$ cat src/rtl/key_debounce_pkg.sv
// Shared constants and helpers for the piano key conditioning path.
package key_debounce_pkg;

  localparam int unsigned CLK_HZ          = 2_080_000;
  // 10 ms at CLK_HZ, and the narrowest counter that can hold it.
  localparam int unsigned DEBOUNCE_STABLE = 20_800;
  localparam int unsigned DEBOUNCE_CW     = 15;
  localparam int unsigned NUM_KEYS        = 4;

  typedef logic [NUM_KEYS:1] key_vec_t;

  // Map pin levels onto "1 = pressed" regardless of button wiring.
  function automatic key_vec_t apply_polarity(input key_vec_t pins, input bit active_low);
    return active_low ? ~pins : pins;
  endfunction

endpackage

$ cat src/rtl/key_debounce_chan.sv
// Single-bit debouncer: two-flop synchronizer, stability counter,
// debounced level and registered press/release pulses.
module debounce_chan
  import key_debounce_pkg::*;
#(
  parameter int unsigned stable = DEBOUNCE_STABLE,
  parameter int unsigned cw     = DEBOUNCE_CW
) (
  input  logic clk,
  input  logic rst,
  input  logic pin_i,      // already polarity-corrected, still asynchronous
  output logic level_o,
  output logic press_o,
  output logic release_o
);

  localparam logic [cw-1:0] LAST = cw'(stable - 1);

  logic          s1_q, s2_q;
  logic          level_q, level_d;
  logic [cw-1:0] cnt_q, cnt_d;
  logic          press_q, release_q;
  logic          accept;

  // Next-state for counter and level: count while disagreeing, accept on the last count.
  always_comb begin
    // NOTE: every always_comb output gets a default first so no path leaves it unassigned (no latch).
    cnt_d   = '0;
    level_d = level_q;
    accept  = 1'b0;
    if (s2_q != level_q) begin
      if (cnt_q == LAST) begin
        accept  = 1'b1;
        level_d = s2_q;
      end else begin
        cnt_d = cnt_q + cw'(1);
      end
    end
  end

  // State registers; pulses are registered so they line up with the new level.
  always_ff @(posedge clk or posedge rst) begin
    if (rst) begin
      s1_q      <= 1'b0;
      s2_q      <= 1'b0;
      level_q   <= 1'b0;
      cnt_q     <= '0;
      press_q   <= 1'b0;
      release_q <= 1'b0;
    end else begin
      // NOTE: non-blocking assignments here so s2_q takes the old s1_q, forming a real two-stage synchronizer.
      s1_q      <= pin_i;
      s2_q      <= s1_q;
      level_q   <= level_d;
      cnt_q     <= cnt_d;
      press_q   <= accept & s2_q;
      release_q <= accept & ~s2_q;
    end
  end

  assign level_o   = level_q;
  assign press_o   = press_q;
  assign release_o = release_q;

endmodule

$ cat src/rtl/key_debounce.sv
// Four-channel pushbutton conditioner feeding the piano note selector.
// Applies pin polarity and runs one independent debouncer per key.
module key_debounce
  import key_debounce_pkg::*;
#(
  parameter int unsigned stable     = DEBOUNCE_STABLE,
  parameter int unsigned cw         = DEBOUNCE_CW,
  parameter bit          active_low = 1'b1
) (
  input  logic           clk,
  input  logic           rst,
  input  logic [4:1]     raw_i,
  output logic           key1_o,
  output logic           key2_o,
  output logic           key3_o,
  output logic           key4_o,
  output logic [4:1]     press_o,
  output logic [4:1]     release_o
);

  key_vec_t pressed;
  key_vec_t level;

  assign pressed = apply_polarity(raw_i, active_low);

  // One debouncer per key; channels share nothing but clock and reset.
  for (genvar i = 1; i <= 4; i++) begin : g_chan
    debounce_chan #(
      .stable (stable),
      .cw     (cw)
    ) u_chan (
      .clk       (clk),
      .rst       (rst),
      .pin_i     (pressed[i]),
      .level_o   (level[i]),
      .press_o   (press_o[i]),
      .release_o (release_o[i])
    );
  end

  assign key1_o = level[1];
  assign key2_o = level[2];
  assign key3_o = level[3];
  assign key4_o = level[4];

endmodule
$ cat config.mk
export PLATFORM = sky130hd
export DESIGN_NAME = key_debounce
export DESIGN_NICKNAME = d
export VERILOG_FILES = /design/src/rtl/key_debounce_pkg.sv /design/src/rtl/key_debounce_chan.sv /design/src/rtl/key_debounce.sv
export SDC_FILE = /design/constraint.sdc
export NUM_CORES = 1
export LEC_CHECK = 0
export ABC_AREA = 1
export BUFFER_PORTS_ARGS = -buffer_cell sky130_fd_sc_hd__buf_2
export CORE_MARGIN = 2
export CORE_UTILIZATION = 35
export DETAILED_ROUTE_END_ITERATION = 7
export HOLD_SLACK_MARGIN = 0.12
export MAX_ROUTING_LAYER = met4
export PLACE_DENSITY = 0.61
export SYNTH_ARGS = -nofsm -noshare
export SYNTH_HDL_FRONTEND = slang
export SYNTH_HIERARCHICAL = 1
export SYNTH_SLANG_ARGS = --single-unit
$ cat constraint.sdc
create_clock -name clk -period 1.82 [get_ports clk]
set_input_delay 0.364 -clock clk [delete_from_list [all_inputs] [get_ports clk]]
set_output_delay 0.364 -clock clk [all_outputs]
set_load 0.03 [all_outputs]
==> impl_metrics.toml <==
[outcome]
status = "finished clean"

[critical_path]
reg2reg_depth = 6
cp_max_fo = 7
rrSetupSlack_ps = 330
r2r-end = "g_chan[1].u_chan/cnt_q[13]"
critPathLaunch = "g_chan[1].u_chan/cnt_q[0]"
crit_required_ps = 2040
crit_type = "register to register"
endpoint = "g_chan[1].u_chan/cnt_q[13]"
start_kind = "register"
endpoint_kind = "register"
reg2reg_from = "g_chan[1].u_chan/cnt_q[0]"
worstPathArrival_ps = 1710

[routing]
dr.pass1.iters = 5
drc = 0
wl_um = 8410
wire_per_inst_um = 11.6
via_count = 3412
avgViaCountPerCell = 4.69
first_iter_violations = 238
ant_nets = 0

[timing]
period_minus_slack_ps = 1490
fmax_mhz = 672
fin_tns_setup_ps = 0
finalMaxSlewViolations = 0
rsz0062_at_grt = "no"
timing.final.crit_share_pct = 81.8
finalSetupViolations = 0
report.final.hold_viol_count = 0
skew_ps = 5.80
tightest_slew_ps = 354
maxSlewHeadroom_pct = 76.4

[die]
initial_core_util_pct = 35.6
dieHeight_um = 114
core_area_um2 = 12000
core.rowCount = 40
die_w_um = 114
ioPinCount = 18
dieArea_um2 = 13100

[global_route]
track_usage_pct = 14.6
grt_max_degree = 21
grt_pass1_vias = 3343
grt.overflow.total = 0
antenna_found_initial = 0
grt_pass1_wl_um = 15000

[place]
dp_hpwl_um = 6220
portBuffers = 17
gp_congestion = 0.892
dp.cells = 711

[clock_network]
htreeDepth = 3
clockBufferDepth = 2
cts_sinks = 80
post_cts_buffers = 0
clkTransAtPathRegs_ps = 60
clockRootBuffer = "clkbuf_16"
cts_tree = "done"
cts_made_buffers = 9
clk_latency_ps = 330

[logic_synthesis]
synth.yosys.seq_area_share_pct = 47.1
ys_seq_elements = 80
synth_area_per_cell_um2 = 7.88
synth_warnings = 6
syn-num-nets = 550
synthDistinctLibCells = 17
syn_inst = 540
synth_area_um2 = 4250

[cells_and_area]
fin_cells = 728
diodes = 0
nets = 586
layout-drive-gt1-share_pct = 15.1
area_growth_pct = 14.8

[worst_hold_path]
hold_path_class = "primary input to register"

[power]
pwr_density_cell_nw_per_um2 = 771
leakage_uw = 0.00205
ir_worst_vdd_v = 0.000485

[flow_run]
cap_violations = 0
[synth_stat cells]
cell type  count  share of area, %
nor3_4         4               1.5
nand2_4        4               1.1
nor3_2         8               1.9
nor2_1       136                12
xor2_1        20               4.1
o21ai_1       20               2.4
nand2_2       12               1.8
nand2_1      120                11
nand3_1       28               3.3
dfrtp_1       80                47
nand3_4        4               1.6
nor2_2        16               2.4
ha_1           4               1.2
nor3_1         4              0.47
nand4_1       12               1.8
inv_1         60               5.3
xnor2_1        8               1.6
[cell families (layout without fill, tap and decap cells)]
logic type      after synthesis  in the layout  share of synthesized area [%]
flops                        80             80                           47.1
simple gates                348            348                           38.4
compound gates               20             20                           2.35
xor+xnor                     28             28                           5.76
fa+ha+maj                     4              4                           1.18
buf+inv                      60            101                           5.29
[layout make-up]
cell class,instances,area (um2)
fillers,1195,7080
repair buffers,25,148
well taps,147,184
clock inverters,6,58.8
flip-flops and latches,80,2000
inverters,60,225
multi-input cells,400,2030
clock buffers,10,239
[state kept, by name, indices dropped and copies added (netlist names)]
signal	cells
g_chan.u_chan/s1_q	4
g_chan.u_chan/cnt_q	60
g_chan.u_chan/level_o	4
g_chan.u_chan/release_o	4
g_chan.u_chan/press_o	4
g_chan.u_chan/s2_q	4
[per-layer routing]
layer / global-route usage (%) / vias up / wire length, um
met4: 3.90 / 0 / 96
li1: - / 1759 / -
met1: 17.7 / 1586 / 3960
met3: 3.39 / 9 / 278
met5: - / - / 0
met2: 24.5 / 58 / 4080
[power by group]
group	switching (uW)	total, uW	internal, uW
combinational	103	152	49.0
clock	686	1780	1090
sequential	28.3	1840	1810
total	817	3770	2950
[cells in the final DEF, fill, tap and decap left out, types with 7 or more instances in the layout]
master / count
nand2_2: 12
clkbuf_16: 9
nor2_2: 16
nand4_1: 12
xnor2_1: 8
buf_2: 17
o21ai_1: 20
nand3_1: 28
nor3_2: 8
nor2_1: 136
xor2_1: 20
inv_1: 60
dfrtp_1: 80
buf_4: 7
nand2_1: 120
[critical path, stage by stage (launching register included)]
cell	delay, ps
dfrtp_1	420
ha_1	250
inv_1	110
nor3_4	270
nand3_4	150
nand2_4	130
nor2_1	60
[through the flow]
| stage | hold slack [ps] | area, um2 | utilization (%) | setup WS, ps | power [uW] |
|---|---|---|---|---|---|
| after floorplan | 328 | 4250 | - | 501 | 1970 |
| after global placement | 336 | 4580 | 38.3 | 410 | 2020 |
| after detailed placement | 335 | 4580 | 38.3 | 367 | 2030 |
| after CTS | 159 | 4880 | 40.8 | 330 | 3840 |
| after global routing | 162 | 4880 | 40.8 | 195 | 3930 |
| final | 170 | 4880 | 40.8 | 331 | 3770 |
[worst min-delay path by stage]
stage | startpoint | to | slack (ps) | cells after the start
after global routing | raw_i[4] | g_chan[4].u_chan/s1_q | 160 | 2
after detailed placement | g_chan[2].u_chan/s1_q | g_chan[2].u_chan/s2_q | 330 | 0
after CTS | raw_i[4] | g_chan[4].u_chan/s1_q | 160 | 2
after global placement | g_chan[3].u_chan/s1_q | g_chan[3].u_chan/s2_q | 340 | 0
after floorplan | rst | g_chan[1].u_chan/cnt_q[0] | 330 | 1
final | raw_i[4] | g_chan[4].u_chan/s1_q | 170 | 2
[what timing repair did]
action                    in CTS  in global routing
hold endpoints to repair      80                  0
hold buffers                   1                  0
gates resized for setup        0                  0
(Power assumes the default switching activity.)
